$ cat src/rtl/alu_pipe_mc.sv
// alu_pipe_mc: execute-stage ALU with valid/ready handshakes on both sides.
//
// Bitwise ops, saturating ADD/SUB and zero-length shifts finish on the accepting
// edge. Shifts by s > 0 take s more edges, one bit per edge. MUL is an unsigned
// shift-add multiply and takes WIDTH more edges. Result and flags are registered.
//
// Handshake: a transfer happens on a rising edge where valid and ready are both
// high. The producer holds its payload stable until that edge. The consumer may
// raise or drop ready at any time. A result stays offered, unchanged, until it
// is taken.
//
// Ports:
//   clk, rst_n          clock (rising edge), asynchronous active-low reset
//   in_valid/in_ready   operation handshake; A, B, Alu_Ctrl latched on transfer
//   A, B                operands; B[SHW-1:0] is the shift amount
//   Alu_Ctrl            opcode
//   out_valid/out_ready result handshake
//   Result, z, n, v     registered result, zero/negative/overflow flags
//   state_dbg           current FSM state (IDLE=0, BUSY=1, DONE=2)
module alu_pipe_mc #(
    parameter int WIDTH = 16,
    parameter int SHW   = $clog2(WIDTH)
) (
    input  logic             clk,
    input  logic             rst_n,
    input  logic             in_valid,
    output logic             in_ready,
    input  logic [WIDTH-1:0] A,
    input  logic [WIDTH-1:0] B,
    input  logic [3:0]       Alu_Ctrl,
    output logic             out_valid,
    input  logic             out_ready,
    output logic [WIDTH-1:0] Result,
    output logic             z,
    output logic             n,
    output logic             v,
    output logic [1:0]       state_dbg
);

    typedef enum logic [1:0] {IDLE = 2'd0, BUSY = 2'd1, DONE = 2'd2} state_t;

    localparam logic [3:0] OP_ADD  = 4'b0000;
    localparam logic [3:0] OP_SUB  = 4'b0001;
    localparam logic [3:0] OP_MUL  = 4'b0010;
    localparam logic [3:0] OP_NAND = 4'b0100;
    localparam logic [3:0] OP_XOR  = 4'b1000;
    localparam logic [3:0] OP_SLL  = 4'b1100;
    localparam logic [3:0] OP_SRL  = 4'b1101;
    localparam logic [3:0] OP_SRA  = 4'b1110;

    // Counter must hold WIDTH (MUL step count), hence one bit wider than SHW.
    localparam int CNT_W = SHW + 1;
    localparam logic [WIDTH-1:0] SAT_MAX = {1'b0, {(WIDTH-1){1'b1}}};
    localparam logic [WIDTH-1:0] SAT_MIN = {1'b1, {(WIDTH-1){1'b0}}};

    state_t             state_q,  state_d;
    logic [3:0]         op_q,     op_d;
    logic [CNT_W-1:0]   cnt_q,    cnt_d;
    logic [WIDTH-1:0]   work_q,   work_d;
    logic [2*WIDTH-1:0] acc_q,    acc_d;
    logic [2*WIDTH-1:0] mcand_q,  mcand_d;
    logic [WIDTH-1:0]   mplier_q, mplier_d;
    logic [WIDTH-1:0]   result_q, result_d;
    logic               z_q, z_d, n_q, n_d, v_q, v_d;

    logic               accept;
    logic [SHW-1:0]     shamt;
    logic [WIDTH-1:0]   sum, diff, imm_res, shifted;
    logic               add_ovf, sub_ovf, imm_v;
    logic [2*WIDTH-1:0] acc_step;
    logic               fin_en, fin_v;
    logic [WIDTH-1:0]   fin_res;

    assign in_ready  = (state_q == IDLE) || ((state_q == DONE) && out_ready);
    assign out_valid = (state_q == DONE);
    assign accept    = in_valid && in_ready;
    assign shamt     = B[SHW-1:0];
    assign Result    = result_q;
    assign z         = z_q;
    assign n         = n_q;
    assign v         = v_q;
    assign state_dbg = state_q;

    // Single-cycle results straight from the input operands.
    always_comb begin
        sum     = A + B;
        diff    = A - B;
        // Signed overflow: like-signed add or unlike-signed subtract whose
        // result sign differs from A. Saturate toward A's sign.
        add_ovf = (A[WIDTH-1] == B[WIDTH-1]) && (sum[WIDTH-1]  != A[WIDTH-1]);
        sub_ovf = (A[WIDTH-1] != B[WIDTH-1]) && (diff[WIDTH-1] != A[WIDTH-1]);
        imm_res = '0;
        imm_v   = 1'b0;
        case (Alu_Ctrl)
            OP_ADD:  begin imm_res = add_ovf ? (A[WIDTH-1] ? SAT_MIN : SAT_MAX) : sum;  imm_v = add_ovf; end
            OP_SUB:  begin imm_res = sub_ovf ? (A[WIDTH-1] ? SAT_MIN : SAT_MAX) : diff; imm_v = sub_ovf; end
            OP_NAND: imm_res = ~(A & B);
            OP_XOR:  imm_res = A ^ B;
            OP_SLL, OP_SRL, OP_SRA: imm_res = A;   // only reached with shamt == 0
            default: imm_res = '0;
        endcase
    end

    // One iteration of the multi-cycle datapaths.
    always_comb begin
        case (op_q)
            OP_SLL:  shifted = {work_q[WIDTH-2:0], 1'b0};
            OP_SRL:  shifted = {1'b0, work_q[WIDTH-1:1]};
            default: shifted = {work_q[WIDTH-1], work_q[WIDTH-1:1]};
        endcase
        acc_step = mplier_q[0] ? (acc_q + mcand_q) : acc_q;
    end

    always_comb begin
        state_d  = state_q;
        op_d     = op_q;
        cnt_d    = cnt_q;
        work_d   = work_q;
        acc_d    = acc_q;
        mcand_d  = mcand_q;
        mplier_d = mplier_q;
        result_d = result_q;
        z_d      = z_q;
        n_d      = n_q;
        v_d      = v_q;
        fin_en   = 1'b0;
        fin_res  = '0;
        fin_v    = 1'b0;

        case (state_q)
            BUSY: begin
                cnt_d = cnt_q - CNT_W'(1);
                if (op_q == OP_MUL) begin
                    acc_d    = acc_step;
                    mcand_d  = mcand_q << 1;
                    mplier_d = mplier_q >> 1;
                    if (cnt_q == CNT_W'(1)) begin
                        fin_en  = 1'b1;
                        fin_res = acc_step[WIDTH-1:0];
                        fin_v   = |acc_step[2*WIDTH-1:WIDTH];
                    end
                end else begin
                    work_d = shifted;
                    if (cnt_q == CNT_W'(1)) begin
                        fin_en  = 1'b1;
                        fin_res = shifted;
                    end
                end
            end
            DONE: begin
                if (out_ready) state_d = IDLE;   // a same-cycle accept overrides below
            end
            default: ;
        endcase

        if (accept) begin
            op_d = Alu_Ctrl;
            if ((Alu_Ctrl == OP_SLL || Alu_Ctrl == OP_SRL || Alu_Ctrl == OP_SRA) && shamt != '0) begin
                work_d  = A;
                cnt_d   = {1'b0, shamt};
                state_d = BUSY;
            end else if (Alu_Ctrl == OP_MUL) begin
                acc_d    = '0;
                mcand_d  = {{WIDTH{1'b0}}, A};
                mplier_d = B;
                cnt_d    = CNT_W'(WIDTH);
                state_d  = BUSY;
            end else begin
                fin_en  = 1'b1;
                fin_res = imm_res;
                fin_v   = imm_v;
            end
        end

        // Flags are taken from the final (post-saturation) value.
        if (fin_en) begin
            result_d = fin_res;
            z_d      = (fin_res == '0);
            n_d      = fin_res[WIDTH-1];
            v_d      = fin_v;
            state_d  = DONE;
        end
    end

    always_ff @(posedge clk or negedge rst_n) begin
        if (!rst_n) begin
            state_q  <= IDLE;
            op_q     <= '0;
            cnt_q    <= '0;
            work_q   <= '0;
            acc_q    <= '0;
            mcand_q  <= '0;
            mplier_q <= '0;
            result_q <= '0;
            z_q      <= 1'b0;
            n_q      <= 1'b0;
            v_q      <= 1'b0;
        end else begin
            state_q  <= state_d;
            op_q     <= op_d;
            cnt_q    <= cnt_d;
            work_q   <= work_d;
            acc_q    <= acc_d;
            mcand_q  <= mcand_d;
            mplier_q <= mplier_d;
            result_q <= result_d;
            z_q      <= z_d;
            n_q      <= n_d;
            v_q      <= v_d;
        end
    end

endmodule

$ cat config.mk
export PLATFORM = sky130hd
export DESIGN_NAME = alu_pipe_mc
export DESIGN_NICKNAME = d
export VERILOG_FILES = /design/src/rtl/alu_pipe_mc.sv
export SDC_FILE = /design/constraint.sdc
export NUM_CORES = 1
export LEC_CHECK = 0
export BUFFER_PORTS_ARGS = -buffer_cell sky130_fd_sc_hd__buf_2
export CORE_MARGIN = 10
export CORE_UTILIZATION = 50
export DETAILED_ROUTE_END_ITERATION = 7
export PLACE_DENSITY = 0.8
export SLEW_MARGIN = 20
export SYNTH_ARGS = -nofsm -noshare
export SYNTH_HDL_FRONTEND = slang
export SYNTH_SLANG_ARGS = --single-unit
$ cat constraint.sdc
create_clock -name clk -period 5.05 [get_ports clk]
set_clock_uncertainty 0.1 [all_clocks]
set_input_delay 1.01 -clock clk [delete_from_list [all_inputs] [get_ports clk]]
set_output_delay 1.01 -clock clk [all_outputs]
set_load 0.03 [all_outputs]
==> impl_metrics.env, run 1 <==
export IMPL_placed_area_um2=11500
export IMPL_yosys_warnings=0
export IMPL_seqCellArea_um2=3130
export IMPL_syn_num_nets=1394
export IMPL_wl_per_cell_um=21.0
export IMPL_power_density_nw_per_um2=634
export IMPL_fin_crit_ns=4.90
export IMPL_hp_class="flip-flop to flip-flop"
export IMPL_grt_first_pass_wirelength_mm=55.8
export IMPL_worstSetupPathType="primary input to flip-flop"
export IMPL_synth_edf_count=0
export IMPL_path_clk_slew_ns=0.07
export IMPL_drt_iter0_markers=1112
export IMPL_gp_congestion=1.00
export IMPL_grt_pass1_vias=10000
export IMPL_cts_root_buf="clkbuf_16"
export IMPL_syn_inst=1286
export IMPL_hpwl_mm=26.5
export IMPL_r2r_end="z"
export IMPL_die_area_um2=26800
export IMPL_irDropWorstVdd_mv=0.264
export IMPL_ys_seq_elements=125
export IMPL_mostFrequentLayoutCell="nand2_1"
export IMPL_reg2regPathDepth=12
export IMPL_fin_nets=1501
export IMPL_critPathCaptureType="flip-flop"
export IMPL_min_delay_path_depth=2
export IMPL_min_delay_start="Result[5]"
export IMPL_die_height_um=164
export IMPL_finalSetupViolCount=0
export IMPL_routed_wl_mm=35.3
export IMPL_setup_slack_ns=0.149
export IMPL_die_w_um=164
export IMPL_first_pass_iters=8
export IMPL_final_cell_mix="nand2_1 (194), dfrtp_1 (125), a21oi_1 (118)"
export IMPL_rsz0062_at_grt="yes"
export IMPL_crit_arrival_ns=5.14
export IMPL_slew_headroom_pct=31.2
export IMPL_drive_gt1_share_pct=18.9
export IMPL_vias=10300
export IMPL_min_delay_worst_endpoint="Result[5]"
export IMPL_antenna_found_initial=0
export IMPL_yosysSeqAreaShare_pct=30.2
export IMPL_grt_usage_pct=26.2
export IMPL_ios=63
export IMPL_path_max_fanout=5
export IMPL_drc=0
export IMPL_p_total_w=0.00777
export IMPL_synth_flop_cell="dfrtp_1"
export IMPL_max_freq_ghz=0.204
export IMPL_fillers=1826
export IMPL_initial_utilization_pct=51.0
export IMPL_r2r_start="acc_q[0]"
export IMPL_final_max_slew_violation_count=0
export IMPL_rows=52
export IMPL_fin_crit_sh_pct=97.1
export IMPL_syn2layout_area_growth_pct=18.6
export IMPL_final_area_um2=12300
export IMPL_vias_per_cell=6.16
export IMPL_status="finished clean"
export IMPL_avgSynthCellArea_um2=8.05
export IMPL_leakagePower_nw=5.23
export IMPL_r2r_setup_slack_ns=0.74
export IMPL_cts_tree="built"
export IMPL_globalRouteOverflowTotal=0
export IMPL_clock_path_buffers=2
export IMPL_drv_cap=0
export IMPL_postRouteAntennaNets=0
export IMPL_core_um2=20300
export IMPL_startpoint="A[1]"
export IMPL_grt_max_degree=105
export IMPL_multi_input_area_um2=6870
export IMPL_antenna_cells=0
export IMPL_cts_num_sinks=125
export IMPL_ys_async_sr_fraction_pct=100
export IMPL_synth_area_um2=10300
export IMPL_htree_levels=4
export IMPL_clk_latency_ns=0.43
export IMPL_yosysUniqueCellTypes=85
export IMPL_finalHoldViolations=0
export IMPL_dp_slack_ns=-0.565
export IMPL_worst_slew_pin_slew_ns=1.03
export IMPL_crit_required_ns=5.29
export IMPL_critPathLaunchType="primary input"
export IMPL_cts_buffers_inserted=17
export IMPL_worst_hold_slack_ns=0.403
export IMPL_io_buffers=62
## area by class of cell
| class | count | area share (%) |
|---|---|---|
| Clock buffer | 17 | 3.47 |
| Clock inverter | 15 | 1.53 |
| Inverter | 40 | 1.24 |
| Multi-Input combinational cell | 1037 | 56.0 |
| Sequential cell | 125 | 25.5 |
| Tap cell | 270 | 2.75 |
| Timing Repair Buffer | 172 | 9.54 |
## synth_stat cells, types with 4 or more instances
| cell | n | area (µm²) |
|---|---|---|
| nand2b_1 | 7 | 43.8 |
| nand3_1 | 11 | 55.1 |
| or3_1 | 12 | 75.1 |
| nor4_1 | 9 | 56.3 |
| buf_1 | 7 | 26.3 |
| o31ai_1 | 5 | 37.5 |
| xor2_1 | 16 | 140 |
| inv_1 | 38 | 143 |
| o21ai_0 | 114 | 571 |
| o211ai_1 | 18 | 135 |
| o21a_1 | 17 | 128 |
| mux2i_1 | 60 | 601 |
| a31oi_1 | 11 | 68.8 |
| nor2_1 | 102 | 383 |
| o21bai_1 | 8 | 60.1 |
| a21o_1 | 22 | 165 |
| o22ai_1 | 9 | 56.3 |
| xnor2_1 | 28 | 245 |
| a221oi_1 | 7 | 61.3 |
| buf_4 | 9 | 67.6 |
| nand4_1 | 5 | 31.3 |
| mux2_2 | 11 | 124 |
| fa_1 | 4 | 80.1 |
| clkbuf_1 | 61 | 229 |
| a22oi_1 | 5 | 37.5 |
| ha_1 | 64 | 801 |
| nor2b_1 | 12 | 75.1 |
| a41oi_1 | 4 | 35.0 |
| o221ai_1 | 4 | 35.0 |
| nand2_1 | 195 | 732 |
| a211o_1 | 5 | 43.8 |
| buf_2 | 6 | 30.0 |
| dfrtp_1 | 125 | 3130 |
| nor4b_1 | 6 | 52.6 |
| o21ai_1 | 6 | 30.0 |
| a21oi_1 | 121 | 606 |
| a211oi_1 | 31 | 233 |
| nor3_1 | 23 | 115 |
| or4_1 | 8 | 60.1 |
| and2_1 | 5 | 31.3 |
## sequential cells by signal (all words and copies together), names as in the netlist
name / count
Result: 16
cnt_q: 5
acc_q: 32
op_q: 4
mplier_q: 16
work_q: 16
mcand_q: 32
state_dbg: 2
v: 1
z: 1
## timing repair
action	4_1_cts	5_1_grt
setup buffers	1	5
hold buffers	0	0
gates resized for setup	6	29
cloned	0	0
endpoints found under the setup margin	1	1
pin swaps	1	22
## report_power, final
group | switching [W] | internal (W) | total (W)
sequential | 0.000434 | 0.00148 | 0.00192
clock | 0.000524 | 0.000785 | 0.00131
combinational | 0.00270 | 0.00185 | 0.00455
## metrics by stage
step / utilization, % / TNS, ns / instances
2_1_floorplan: - / 0 / 1286
3_3_place_gp: 56.5 / -0.551 / 1638
3_5_place_dp: 56.5 / -0.784 / 1638
4_1_cts: 59.7 / 0 / 1671
5_1_grt: 60.4 / -0.0143 / 1676
6_report: 60.4 / 0 / 1676
## routing by layer
layer | track usage (%) | share of wire [%] | wire length [µm]
met3 | 4.43 | 6.1 | 2140
met1 | 33.6 | 42 | 14800
met4 | 8.81 | 3.5 | 1230
met5 | 0 | 0 | 0
met2 | 43.7 | 49 | 17100
## worst max path at each step
stage	slack [ns]	endpoint	cells past startpoint
CTS	0.03	z	19
global placement	-0.42	z	19
finish	0.15	z	21
detailed placement	-0.56	z	19
floorplan	0.02	z	19
global route	-0.01	z	22
## kinds of logic after synthesis
logic type               synth area share, %
buffers and inverters                   4.97
multiplexers                            7.00
XOR/XNOR                                3.72
AO/OA/AOI/OAI                           26.9
AND/OR/NAND/NOR                         18.7
adder cells (fa/ha/maj)                 8.51
flip-flops                              30.2
## critical path, cell delays in order
cell and delay (ns):
buf_2 0.14, ha_4 0.25, nor2b_4 0.12, o31a_1 0.32, a21boi_2 0.16, o21ai_2 0.09, a31oi_2 0.16, o21bai_1 0.11
a21oi_2 0.18, fa_1 0.45, and2_4 0.20, o21ai_4 0.23, buf_4 0.15, a21oi_1 0.06, a211o_1 0.23, a32oi_1 0.17
o21ai_1 0.12, a211oi_1 0.21, nand3_1 0.14, or4_4 0.44, o41ai_2 0.20
Note: power is estimated with default switching activity, not from simulation.
==> inputs of run 2 (changes only) <==
PLACE_DENSITY = 0.64   (was 0.8)
==> run 2 against run 1 <==
Effect of this change: clock power barely moved; global-route usage grew 0.12 points; combinational power about the same; worst hold slack lost 0.014 ns; design area is 0.23% lower; power increased by 0.30%.
==> impl_metrics.env, run 2 (same netlist as run 1, synthesis figures left out) <==
export IMPL_clock_path_buffers=2
export IMPL_core_um2=20300
export IMPL_initial_utilization_pct=51.0
export IMPL_grt_usage_pct=26.3
export IMPL_die_w_um=164
export IMPL_antenna_cells=0
export IMPL_final_max_slew_violation_count=0
export IMPL_rsz0062_at_grt="yes"
export IMPL_ios=63
export IMPL_drt_iter0_markers=899
export IMPL_fin_crit_ns=4.94
export IMPL_routed_wl_mm=35.6
export IMPL_max_freq_ghz=0.202
export IMPL_cts_tree="built"
export IMPL_largestRegisters="acc_q: 32 flops, mcand_q: 32 flops"
export IMPL_hp_class="flip-flop to flip-flop"
export IMPL_final_cell_mix="nand2_1 (193), dfrtp_1 (125), a21oi_1 (119)"
export IMPL_drive_gt1_share_pct=18.3
export IMPL_vias_per_cell=6.10
export IMPL_irDropWorstVdd_mv=0.254
export IMPL_die_height_um=164
export IMPL_worstSetupPathType="primary input to flip-flop"
export IMPL_antenna_found_initial=0
export IMPL_slowest_stage="fa_1"
export IMPL_syn2layout_area_growth_pct=18.3
export IMPL_htree_levels=4
export IMPL_drv_cap=0
export IMPL_status="finished clean"
export IMPL_cts_buffers_inserted=17
export IMPL_fin_nets=1500
export IMPL_crit_path_max_incr_delay_ns=0.56
export IMPL_drc=0
export IMPL_leakagePower_nw=5.22
export IMPL_multi_input_area_um2=6860
export IMPL_fin_crit_sh_pct=97.9
export IMPL_die_area_um2=26800
export IMPL_crit_arrival_ns=5.16
export IMPL_crit_required_ns=5.27
export IMPL_cts_root_buf="clkbuf_16"
export IMPL_critPathCaptureType="flip-flop"
export IMPL_hpwl_mm=27.1
export IMPL_slew_headroom_pct=26.3
export IMPL_rows=52
export IMPL_power_density_nw_per_um2=637
export IMPL_worst_slew_pin_slew_ns=1.10
export IMPL_crit_chain="buf_2, inv_1, ha_4, a21o_1, a21oi_1, o21a_1, o21ai_2, a31oi_2, o21bai_1, a21oi_2, fa_1, buf_4, nor2_1, o21a_4, buf_4, nor2_1, mux2i_1, a221o_1, or4_1, or4_4, o41ai_2"
export IMPL_vias=10200
export IMPL_path_max_fanout=4
export IMPL_critPathLaunchType="primary input"
export IMPL_grt_first_pass_wirelength_mm=55.4
export IMPL_postLayoutCoreUtil_pct=60.3
export IMPL_cts_num_sinks=125
export IMPL_first_pass_iters=5
export IMPL_grt_pass1_vias=9868
export IMPL_path_clk_slew_ns=0.06
export IMPL_seqCellArea_um2=3130
export IMPL_finalHoldViolations=0
export IMPL_fillers=1883
export IMPL_tns_ns=0
export IMPL_mostFrequentLayoutCell="nand2_1"
export IMPL_globalRouteOverflowTotal=0
export IMPL_finalSetupViolCount=0
export IMPL_io_buffers=62
export IMPL_gp_congestion=1.07
export IMPL_wl_per_cell_um=21.3
export IMPL_postRouteAntennaNets=0
export IMPL_grt_max_degree=117
export IMPL_clk_latency_ns=0.44
-- run 2: changes by cell type in the layout (fill, tap and decap cells not counted), sizes merged --
cell | before | now
buf | 172 | 171
clkbuf | 17 | 20
clkinv | 4 | 3
clkinvlp | 4 | 3
inv | 44 | 43
-- run 2: final cells by class --
| class | count | share of cell area, % |
|---|---|---|
| inverters | 40 | 1.23 |
| clock buffers | 20 | 3.73 |
| multi-input cells | 1037 | 56.1 |
| flip-flops and latches | 125 | 25.6 |
| well taps | 270 | 2.76 |
| repair buffers | 171 | 9.38 |
| clock inverters | 12 | 1.29 |
-- run 2: timing repair --
action / CTS / global route
resized for setup: 6 / 16
setup endpoints to repair: 1 / 1
hold buffers: 0 / 0
setup buffers: 1 / 1
pin swaps: 5 / 11
-- run 2: stage by stage --
step                area (µm²)  setup slack, ns  total power [W]  cells  hold WS [ns]
floorplan                10400           0.0223          0.00519   1286         0.399
global placement         11500           -0.407          0.00633   1641         0.360
detailed placement       11500           -0.556          0.00639   1641         0.369
CTS                      12100          -0.0290          0.00776   1674         0.383
global route             12200          -0.0734          0.00839   1675         0.419
finish                   12200            0.107          0.00780   1675         0.389
-- run 2: power by group --
part           switching [W]  internal, W
clock network       0.000509     0.000806
registers           0.000430      0.00148
logic                0.00271      0.00185
-- run 2: path summary, 6_finish.rpt --
path                       startpoint          end  slack, ns  cells after the start
setup / recovery                 B[4]            z       0.11                     21
hold / removal              Result[9]    Result[9]       0.39                      2
setup reg to reg             acc_q[0]            z       0.61                     12
hold reg to reg             Result[9]    Result[9]       0.39                      2
max in group asynchronous       rst_n    Result[0]       3.30                      2
min in group asynchronous       rst_n  mcand_q[24]       0.59                      1
-- run 2: critical path, delay by kind of cell --
family	cells	cell delay, ns
adder cells (fa/ha/maj)	2	0.83
AO/OA/AOI/OAI	10	1.72
AND/OR/NAND/NOR	4	1.11
multiplexers	1	0.08
buffers and inverters	4	0.39
-- run 2: routing by layer --
metal | vias to the layer above | wire length, µm | global-route usage (%) | share of wire (%)
met4 | 0 | 1340 | 9.83 | 3.7
met1 | 4897 | 14900 | 33.0 | 42
met2 | 360 | 17300 | 44.4 | 49
li1 | 4887 | - | - | -
met5 | - | 0 | 0 | 0
met3 | 78 | 2110 | 4.41 | 5.9
